<file path="src/rtl/s_box_layer_enc_serial_if.sv">
// Handshake bundle for the serial forward S-box layer.
// Both sides use valid/ready: a word moves on a rising edge where valid && ready.
interface s_box_layer_enc_serial_if;
  logic        in_valid;
  logic        in_ready;
  logic [63:0] plainIn;
  logic        out_valid;
  logic        out_ready;
  logic [63:0] sBoxLayerOut;

  modport master (
    output in_valid, plainIn, out_ready,
    input  in_ready, out_valid, sBoxLayerOut
  );

  modport slave (
    input  in_valid, plainIn, out_ready,
    output in_ready, out_valid, sBoxLayerOut
  );
endinterface

</file>
<file path="src/rtl/s_box_layer_enc_serial.sv">
// Serial BORON forward S-box layer: one 4-bit S-box rotated across the 64-bit
// state over 16 cycles; the result is latched into a stable output register.

module s_box_enc (
  input  logic [3:0] nib_i,
  output logic [3:0] nib_o
);
  always_comb begin
    nib_o = 4'h0;
    case (nib_i)
      4'h0: nib_o = 4'hE;
      4'h1: nib_o = 4'h4;
      4'h2: nib_o = 4'hB;
      4'h3: nib_o = 4'h1;
      4'h4: nib_o = 4'h7;
      4'h5: nib_o = 4'h9;
      4'h6: nib_o = 4'hC;
      4'h7: nib_o = 4'hA;
      4'h8: nib_o = 4'hD;
      4'h9: nib_o = 4'h2;
      4'hA: nib_o = 4'h0;
      4'hB: nib_o = 4'hF;
      4'hC: nib_o = 4'h8;
      4'hD: nib_o = 4'h5;
      4'hE: nib_o = 4'h3;
      4'hF: nib_o = 4'h6;
      default: nib_o = 4'h0;
    endcase
  end
endmodule

module s_box_layer_enc_serial (
  input  logic                          clk,
  input  logic                          rst_n,
  s_box_layer_enc_serial_if.slave       bus,
  output logic [1:0]                    dbg_state
);
  typedef enum logic [1:0] {
    IDLE = 2'd0,
    BUSY = 2'd1,
    DONE = 2'd2
  } state_e;

  state_e      state_q, state_d;
  logic [63:0] data_q, data_d;
  logic [3:0]  cnt_q, cnt_d;
  logic [63:0] out_q, out_d;
  logic [3:0]  sub_nib;
  logic [63:0] rot_data;

  s_box_enc u_sbox (
    .nib_i (data_q[3:0]),
    .nib_o (sub_nib)
  );

  // Substituted low nibble enters at the top; after 16 steps all nibbles are home.
  assign rot_data = {sub_nib, data_q[63:4]};

  always_ff @(posedge clk) begin
    if (!rst_n) begin
      state_q <= IDLE;
      data_q  <= 64'h0;
      cnt_q   <= 4'h0;
      out_q   <= 64'h0;
    end else begin
      state_q <= state_d;
      data_q  <= data_d;
      cnt_q   <= cnt_d;
      out_q   <= out_d;
    end
  end

  always_comb begin
    state_d = state_q;
    data_d  = data_q;
    cnt_d   = cnt_q;
    out_d   = out_q;
    case (state_q)
      IDLE: begin
        if (bus.in_valid) begin
          data_d  = bus.plainIn;
          cnt_d   = 4'h0;
          state_d = BUSY;
        end
      end
      BUSY: begin
        data_d = rot_data;
        cnt_d  = cnt_q + 4'd1;
        if (cnt_q == 4'd15) begin
          // Output register only ever sees the finished word.
          out_d   = rot_data;
          state_d = DONE;
        end
      end
      DONE: begin
        if (bus.out_ready) begin
          state_d = IDLE;
        end
      end
      default: state_d = IDLE;
    endcase
  end

  assign bus.in_ready     = (state_q == IDLE);
  assign bus.out_valid    = (state_q == DONE);
  assign bus.sBoxLayerOut = out_q;
  assign dbg_state        = state_q;
endmodule

</file>
<file path="src/flat_wrapper.sv">
// flat-port wrapper written by rule: the top's interface ports become plain ports
module s_box_layer_enc_serial_flat 
  (clk, rst_n, dbg_state, bus_in_valid, bus_plainIn, bus_out_ready, bus_in_ready, bus_out_valid, bus_sBoxLayerOut);
  s_box_layer_enc_serial_if bus_i ();
  input  logic clk;
  input  logic rst_n;
  output logic [1:0] dbg_state;
  input wire logic [$bits(bus_i.in_valid)-1:0] bus_in_valid;
  input wire logic [$bits(bus_i.plainIn)-1:0] bus_plainIn;
  input wire logic [$bits(bus_i.out_ready)-1:0] bus_out_ready;
  output wire logic [$bits(bus_i.in_ready)-1:0] bus_in_ready;
  output wire logic [$bits(bus_i.out_valid)-1:0] bus_out_valid;
  output wire logic [$bits(bus_i.sBoxLayerOut)-1:0] bus_sBoxLayerOut;
  assign bus_i.in_valid = bus_in_valid;
  assign bus_i.plainIn = bus_plainIn;
  assign bus_i.out_ready = bus_out_ready;
  assign bus_in_ready = bus_i.in_ready;
  assign bus_out_valid = bus_i.out_valid;
  assign bus_sBoxLayerOut = bus_i.sBoxLayerOut;
  s_box_layer_enc_serial u_core (.clk(clk), .rst_n(rst_n), .bus(bus_i), .dbg_state(dbg_state));
endmodule
</file>
<file path="config.mk">
export PLATFORM = sky130hd
export DESIGN_NAME = s_box_layer_enc_serial_flat
export DESIGN_NICKNAME = d
export VERILOG_FILES = /design/src/rtl/s_box_layer_enc_serial_if.sv /design/src/rtl/s_box_layer_enc_serial.sv /design/src/flat_wrapper.sv
export SDC_FILE = /design/constraint.sdc
export NUM_CORES = 1
export LEC_CHECK = 0
export ABC_CLOCK_PERIOD_IN_PS = 3200
export BUFFER_PORTS_ARGS = -buffer_cell sky130_fd_sc_hd__buf_2
export CAP_MARGIN = 20
export CORE_UTILIZATION = 58
export DETAILED_ROUTE_END_ITERATION = 8
export PLACE_DENSITY = 0.95
export SETUP_SLACK_MARGIN = 0.02
export SYNTH_ARGS = -nofsm -noshare
export SYNTH_HDL_FRONTEND = slang
export SYNTH_HIERARCHICAL = 1
export SYNTH_SLANG_ARGS = --single-unit
</file>
<file path="constraint.sdc">
create_clock -name clk -period 3.2 [get_ports clk]
set_input_delay 0.64 -clock clk [delete_from_list [all_inputs] [get_ports clk]]
set_output_delay 0.64 -clock clk [all_outputs]
set_load 0.01 [all_outputs]
</file>
Word level (Yosys, flattened, before mapping)
Memory sizes are Yosys's and may differ from the RTL's. A register that Yosys moved wholly into a read port is not among the register bits.
Cells that the tools add are included.
{"block": "classes", "add_sub_neg": 1, "n_eq_ne": 6, "n_reduce_logical": 5, "muxes": 10}
{"cell": "case mux 64 bit (2 select lines)", "count": 1}
{"cell": "2-to-1 mux 64 bit", "count": 1}
{"cell": "2-to-1 mux 4 bit", "count": 3}
{"cell": "case mux 4 bit (2 select lines)", "count": 1}
{"cell": "2-to-1 mux 2 bit", "count": 3}
{"cell": "case mux 2 bit (3 select lines)", "count": 1}
{"cell": "adder 4 x 1 -> 4 bit (second input constant)", "count": 1}
{"cell": "== test 4 bit (second input constant)", "count": 1}
{"cell": "!= test 2 bit (second input constant)", "count": 2}
{"cell": "AND reduction 2 bit", "count": 2}
{"cell": "AND reduction 3 bit", "count": 1}
{"cell": "== test 2 x 1 -> 1 bit (second input constant)", "count": 1}
{"cell": "== test 2 bit (second input constant)", "count": 1}
{"cell": "logical NOT 2 bit", "count": 1}
{"cell": "!= test 2 x 1 -> 1 bit (second input constant)", "count": 1}
{"cell": "nonzero test 2 bit", "count": 1}
{"block": "totals", "regBits": 134, "word_cells": 27, "memories": 1, "inputBits": 68, "out_inout_bits": 68, "rom_bits": 64}
{"name": "(no name shown)", "words": 16, "word_bits": 4, "rd": 1, "rd_ports_with_merged_regs": 1, "write_ports": 0, "line": "s_box_layer_enc_serial.sv:10", "text": "case (nib_i)"}

Logic depth before layout (Yosys ltp)
Gate-level depths: netlist (run 1).
{"block": "logic_depth", "ltp_word": 5, "depth_mapped": 7, "ltp_nobuf": 7}

By module
Netlist (run 1), hierarchy kept.
{"module": "s_box_layer_enc_serial", "instances": 1, "area_each_um2": 5829.3, "cells_each": 671, "seq_area_each_um2": 2682.6}
{"module": "s_box_enc", "instances": 1, "area_each_um2": 148.9, "cells_each": 21, "seq_area_each_um2": 0.0}

Least setup slack after synthesis (run 1)
Ideal clock, no wire load.
{"block": "synth_timing", "path_kind": "flip-flop to output port", "start": "register u_core.state_q[0], in the netlist u_core/dbg_state[0]", "end": "output bus_in_ready", "stages_incl_launch_ff": 5, "required_ns": 2.560, "path_buffers": 3, "setup_slack_ns": 1.615, "arrival_ns": 0.945, "path_cell_list": "dfxtp_1 -> buf_6 -> buf_4 -> buf_2 -> nor2_1"}
{"block": "synth_between", "elab_chain_len": 1}
{"item": "from (decl)", "line": "s_box_layer_enc_serial.sv:44", "text": "state_e state_q, state_d;"}
{"item": "from (signal assigned)", "line": "s_box_layer_enc_serial.sv:66", "text": "state_q <= state_d;"}
{"item": "logical NOT 2 bit", "line": "s_box_layer_enc_serial.sv:104", "text": "assign bus.in_ready = (state_q == IDLE);"}
{"item": "to (decl)", "line": "flat_wrapper.sv:11", "text": "output wire logic [$bits(bus_i.in_ready)-1:0] bus_in_ready;"}
No other way between the ends.

Worst setup path after layout (run 1)
{"block": "layout_timing", "start": "register u_core.state_q[0], in the netlist u_core/dbg_state[0]", "end": "output bus_out_valid"}
{"block": "layout_between", "elab_chain_len": 1}
{"item": "== test 2 bit", "line": "s_box_layer_enc_serial.sv:105", "text": "assign bus.out_valid = (state_q == DONE);"}
{"item": "to (decl)", "line": "flat_wrapper.sv:12", "text": "output wire logic [$bits(bus_i.out_valid)-1:0] bus_out_valid;"}
No other way between the ends.

==> results of run 1 <==
[area by class of cell]
| cell class | count | share of cell area [%] |
|---|---|---|
| Inverter | 4 | 0.210 |
| Tap cell | 133 | 2.33 |
| Timing Repair Buffer | 145 | 10.9 |
| Clock buffer | 22 | 6.62 |
| Clock inverter | 10 | 2.37 |
| Sequential cell | 134 | 37.6 |
| Multi-Input combinational cell | 487 | 40.0 |
[stage by stage]
| step | setup slack [ns] | instances | util, % | hold slack [ns] | power (mW) |
|---|---|---|---|---|---|
| 2_1_floorplan | 1.62 | 692 | - | 0.448 | 2.12 |
| 3_3_place_gp | 1.17 | 902 | 65.7 | 0.440 | 2.21 |
| 3_5_place_dp | 1.15 | 902 | 65.7 | 0.444 | 2.22 |
| 4_1_cts | 0.615 | 934 | 72.2 | 0.435 | 4.30 |
| 5_1_grt | 0.533 | 935 | 72.4 | 0.432 | 4.45 |
| 6_report | 0.657 | 935 | 72.4 | 0.453 | 4.29 |
[critical path, cell delays in order (launching register included)]
cell     delay, ns
dfxtp_2       0.78
buf_4         0.38
nor2_1        0.09
buf_2         0.15
[worst max-delay path by stage]
| stage | startpoint | end | slack (ns) | depth (start not counted) |
|---|---|---|---|---|
| floorplan | u_core/dbg_state[0] | bus_in_ready | 1.62 | 4 |
| global placement | u_core/dbg_state[0] | u_core/cnt_q[3] | 1.17 | 3 |
| detailed placement | u_core/dbg_state[0] | u_core/cnt_q[3] | 1.15 | 3 |
| CTS | u_core/dbg_state[0] | bus_out_valid | 0.61 | 3 |
| global route | u_core/dbg_state[0] | bus_out_valid | 0.53 | 3 |
| finish | u_core/dbg_state[0] | bus_out_valid | 0.66 | 3 |
[synthesized netlist by cell type]
library cell	count	area [um^2]
nand2b_2	1	8.76
xor2_2	1	16.3
nand2_1	131	492
o21ai_1	13	65.1
buf_12	5	100
and3_1	1	6.26
buf_1	1	3.75
ha_1	3	37.5
dfxtp_1	134	2680
a21oi_1	68	340
o21ba_4	1	16.3
a21oi_2	1	8.76
buf_6	5	56.3
xnor2_1	1	8.76
o32ai_1	1	8.76
o22ai_1	4	25.0
o21ai_0	52	260
nor2_1	65	244
nand3_2	1	10.0
o211a_1	1	10.0
nor2_4	1	11.3
o2bb2ai_1	60	526
and2_1	1	6.26
o21a_1	2	15.0
buf_4	4	30.0
a21boi_0	1	7.51
mux2i_1	67	671
buf_2	24	120
nand3_1	2	10.0
clkbuf_1	27	101
inv_1	4	15.0
buf_8	1	15.0
nor2b_1	2	12.5
nor3_1	2	10.0
o31a_1	1	8.76
nand2b_1	3	18.8
[per-layer routing]
metal  wire length [um]  up-vias  track usage (%)
met5                  0        -                0
met4                305        0             10.7
met3                993       30             5.98
met2               7000      245             42.9
met1               6080     2474             35.6
li1                   -     2579                -
[flip-flops by register name, indices dropped and copies added (netlist names)]
register                 cells
u_core/cnt_q                 4
u_core/bus.sBoxLayerOut     64
u_core/dbg_state             2
u_core/data_q               64
[logic make-up (layout without fill, tap and decap cells)]
logic type	after synthesis	count (layout)	synth area share, %
mux	67	67	11.2
simple gates	210	210	13.9
buf+inv	71	181	7.39
fa+ha+maj	3	3	0.628
flops	134	134	44.9
compound gates	205	205	21.6
xor+xnor	2	2	0.419
[power by group through the flow]
stage / Combinational (mW) / Sequential [mW] / Clock [mW]
2_1_floorplan: 0.292 / 1.83 / 0
3_3_place_gp: 0.351 / 1.86 / 0
3_5_place_dp: 0.361 / 1.86 / 0
4_1_cts: 0.367 / 1.83 / 2.10
5_1_grt: 0.418 / 1.84 / 2.20
6_report: 0.376 / 1.83 / 2.08
[cells in the final DEF (no fill, tap or decap), types with 13 or more instances in the layout]
cell / count
nor2_1: 65
o21ai_0: 52
clkbuf_16: 16
o21ai_1: 13
nand2_1: 131
mux2i_1: 67
a21oi_1: 68
o2bb2ai_1: 60
dfxtp_1: 133
buf_2: 134
==> reports/summary.txt, run 1 <==
Status: completed
Worst EP arrival: 1.90 ns
Die Ht: 104 um
GPL Wtd Cong: 0.803
Routed Wire Length: 14,400 um
CTS-repair resized insts: 0
DRC violations left: 0
Crit path launch type: flip-flop
Actual slew at the worst max-slew pin: 0.773 ns
Largest net degree at the start of global routing: 84
Cell Area, Synth: 5980 um^2
Net Sw Frac: 24.0%
First-pass GRT wire length: 23,800 um
CP endpoint kind: primary output
Seq pwr share: 42.7%
Mean Syn Cell Area: 8.64 um^2
Initial antenna violation count: 0
CTS tree: done
Final worst path period need: 2.54 ns
Number of global-route vias before repair: 4,980
Setup bufs post-CTS: 0
Share of layout cells above drive strength 1: 23.1%
Fillers: 707
PD cells: 601 nW/um^2
I/O Buffers: 135
DR WL/cell: 15.4 um
Leak Pwr: 2.88 nW
# rows: 36
Total CTS buffers: 17
Number of I/O pins: 136
GRT Residual Overflow: 0
RSZ-0062 raised after global routing: no
Cts hold-fix bufs: 0
Reg-to-reg startpoint: u_core/dbg_state[0]
1st-pass router iterations: 4
Crit path max fanout: 36
Starting density of the core: 60.6%
Yosys synthesis warning count: 6
Area Growth Syn to Fin: 19.4%
Crit Path Class: flip-flop to primary output
Synth unique cells: 36
Hold depth: 2
Max Slew Vio Count: 0
Clock latency on the worst-skew pair: 0.51 ns
Clock Power Share: 48.5%
Endpoints failing setup: 0
DR vias/cell: 5.70
R2R depth: 3
Total track usage: 27.0%
Hold Startpoint: u_core/bus.sBoxLayerOut[11]
Die Width: 104 um
Skew final: 0.00796 ns
Fmax: 0.393 GHz
FF+latch area: 2680 um^2
Clk root buf: clkbuf_8
Finished layout cell area: 7140 um^2
Worst slew margin: 48.5%
Fin Setup TNS: 0 ns
CTS Buffer Depth: 2
Crit Reg-Reg Endpoint: u_core/cnt_q[3]
Hold endpoint: u_core/bus.sBoxLayerOut[11]
Core box area: 9860 um^2
Syn_nets: 763
Synth Instances: 692
Htree depth: 4
Max-Cap Viols: 0
Pint: 3.26 mW
Routed Antenna Nets: 0
Post-DP HPWL: 8700 um
WP data required: 2.56 ns
R2R Setup Slk: 1.12 ns
Sink Count: 134
Logic pwr share: 8.8%
Placed cell area: 6480 um^2
Nets@finish: 860
Endpoints failing hold: 0
Hold WC Path Type: flip-flop to flip-flop
Max VDD drop: 0.443 mV
Final cycle utilization of the critical path: 79.5%
Synth Register Bits: 134
Sequential area share after synthesis: 44.9%
Die area: 10,700 um^2
Worst-path clk slew: 0.06 ns
DRT iter0 DRCs: 321
ANT cells: 0
Routed vias: 5,328
Multi-input gate area: 2850 um^2
Net Switching: 1.03 mW
Power figures use the tool's default switching activity.
==> run 2, diff against run 1 <==
--- a/config.mk
+++ b/config.mk
@@ -5,12 +5,12 @@
 export SDC_FILE = /design/constraint.sdc
 export NUM_CORES = 1
 export LEC_CHECK = 0
-export ABC_CLOCK_PERIOD_IN_PS = 3200
+export ABC_CLOCK_PERIOD_IN_PS = 2200
 export BUFFER_PORTS_ARGS = -buffer_cell sky130_fd_sc_hd__buf_2
 export CAP_MARGIN = 20
-export CORE_UTILIZATION = 58
+export CORE_UTILIZATION = 49
 export DETAILED_ROUTE_END_ITERATION = 8
-export PLACE_DENSITY = 0.95
+export PLACE_DENSITY = 0.88
 export SETUP_SLACK_MARGIN = 0.02
 export SYNTH_ARGS = -nofsm -noshare
 export SYNTH_HDL_FRONTEND = slang
==> constraint.sdc (replaced) <==
create_clock -name clk -period 2.2 [get_ports clk]
set_input_delay 0.44 -clock clk [delete_from_list [all_inputs] [get_ports clk]]
set_output_delay 0.44 -clock clk [all_outputs]
set_load 0.01 [all_outputs]
==> run 2 against run 1 <==
  * Clock power rose by 29%
  * Power rose by 37%
  * Global-route usage fell by 4.5 points
  * Worst hold slack lost 0.098 ns
  * Final cell count increased by 1.1%
  * Design area stayed put
  * Via count shrank 2.6%
  * Critical path depth unchanged
  * Clock skew about the same
  * Utilization shrank 11 points
  * Combinational power rose by 49%
  * Critical endpoint unchanged
  * Highest routed layer unchanged
==> reports/summary.txt, run 2 (same netlist as run 1, synthesis figures left out) <==
Final cell count without fillers: 945
Final cycle utilization of the critical path: 91.1%
Initial antenna violation count: 0
DR vias/cell: 5.49
CTS tree: done
Sink Count: 134
Logic pwr share: 9.5%
DRC violations left: 0
Die Width: 112 um
Total track usage: 22.5%
PD cells: 826 nW/um^2
Final WS setup: 0.196 ns
Endpoints failing hold: 0
# rows: 39
DR WL/cell: 14.8 um
Max VDD drop: 0.479 mV
Worst EP arrival: 1.56 ns
GPL Wtd Cong: 0.787
Clk root buf: clkbuf_16
Final worst path period need: 2.00 ns
Die Ht: 112 um
Total CTS buffers: 17
Crit path launch type: flip-flop
Max-Cap Viols: 0
Nets@finish: 861
I/O Buffers: 135
Number of global-route vias before repair: 4,810
Setup bufs post-CTS: 0
Routed Wire Length: 14,000 um
R2R Setup Slk: 0.53 ns
Area Growth Syn to Fin: 19.4%
Net Switching: 1.51 mW
Number of I/O pins: 136
Crit Reg-Reg Endpoint: u_core/data_q[63]
Starting density of the core: 51.3%
Critical path depth: 3
Net Sw Frac: 25.6%
Cell Chain, Critical Path: buf_4 -> nor2_1 -> buf_2
Seq pwr share: 45.0%
Skew final: 0.00779 ns
Cts hold-fix bufs: 0
Largest net degree at the start of global routing: 120
Crit path max fanout: 29
Max stage delay on crit path: 0.50 ns
Fin Setup TNS: 0 ns
Overall Power: 5.89 mW
Worst setup path startpoint: u_core/dbg_state[0]
WP data required: 1.76 ns
Most common cell after layout, fill and taps aside: buf_2
R2R depth: 7
Post-place setup slack: 0.618 ns
Buffers & Inverters on Critical Path: 2
CTS Buffer Depth: 2
Clock latency on the worst-skew pair: 0.41 ns
1st-pass router iterations: 5
Commonest non-fill, non-tap cells in the layout: buf_2, dfxtp_1, nand2_1
Fmax: 0.499 GHz
Die area: 12,600 um^2
Status: completed
Clock Power Share: 45.5%
Placed insts: 914
Worst slew margin: 53.0%
CP endpoint kind: primary output
Core box area: 11,700 um^2
Reg-to-reg startpoint: u_core/data_q[0]
RSZ-0062 raised after global routing: no
Routed vias: 5,188
Htree depth: 4
Hold Slack: 0.355 ns
Hold WC Path Type: input port to flip-flop
First-pass GRT wire length: 23,000 um
Crit Path Class: flip-flop to primary output
Pint: 4.39 mW
GRT Residual Overflow: 0
Leak Pwr: 2.85 nW
ANT cells: 0
Actual slew at the worst max-slew pin: 0.705 ns
Share of layout cells above drive strength 1: 23.1%
Worst-path clk slew: 0.06 ns
CTS-repair resized insts: 0
Routed Antenna Nets: 0
Crit path max-delay family: buffers and inverters
Endpoints failing setup: 0
Post-DP HPWL: 8600 um
DRT iter0 DRCs: 463
Slowest stage cell, crit path: dfxtp_2
CP Capture Point: bus_out_valid
Max Slew Vio Count: 0
[run 2: worst min path at each step]
stage,slack [ns],to,startpoint,cells past startpoint
after floorplan,0.45,u_core/bus.sBoxLayerOut[0],u_core/data_q[4],2
after global placement,0.44,u_core/bus.sBoxLayerOut[40],u_core/bus.sBoxLayerOut[40],2
after detailed placement,0.44,u_core/bus.sBoxLayerOut[60],u_core/bus.sBoxLayerOut[60],2
after CTS,0.34,u_core/data_q[53],bus_plainIn[53],3
after global routing,0.34,u_core/data_q[53],bus_plainIn[53],3
final,0.36,u_core/data_q[53],bus_plainIn[53],3
[run 2: layout make-up]
type,count,area (um^2)
Clock inverter,11,103
Timing Repair Buffer,146,848
Clock buffer,20,457
Multi-Input combinational cell,487,2850
Inverter,4,15.0
Sequential cell,134,2680
Fill cell,1006,4520
Tap cell,143,179
[run 2: routing by layer]
layer / up-vias / global-route usage [%] / routed length, um
met3: 18 / 4.97 / 626
met4: 0 / 8.18 / 208
met5: - / 0 / 0
met2: 173 / 35.4 / 6590
li1: 2585 / - / -
met1: 2412 / 30.3 / 6570
[run 2: worst reg2reg max path, stage by stage, from the launching register on]
cell	delay, ns
dfxtp_1	0.41
inv_1	0.09
ha_1	0.34
nand2_1	0.12
a21oi_1	0.09
a21oi_1	0.26
o22ai_1	0.13
a21oi_1	0.15
[run 2: power by group through the flow]
stage / combinational [mW] / sequential, mW / clock [mW]
after floorplan: 0.424 / 2.66 / 0
after global placement: 0.543 / 2.70 / 0
after detailed placement: 0.554 / 2.70 / 0
after CTS: 0.558 / 2.65 / 2.72
after global routing: 0.623 / 2.67 / 2.84
final: 0.560 / 2.66 / 2.68
[run 2: per-stage QoR]
| step | util (%) | instance area [um^2] |
|---|---|---|
| floorplan | - | 5980 |
| global placement | 56.4 | 6580 |
| detailed placement | 56.4 | 6580 |
| CTS | 61.2 | 7140 |
| global route | 61.2 | 7140 |
| finish | 61.2 | 7140 |
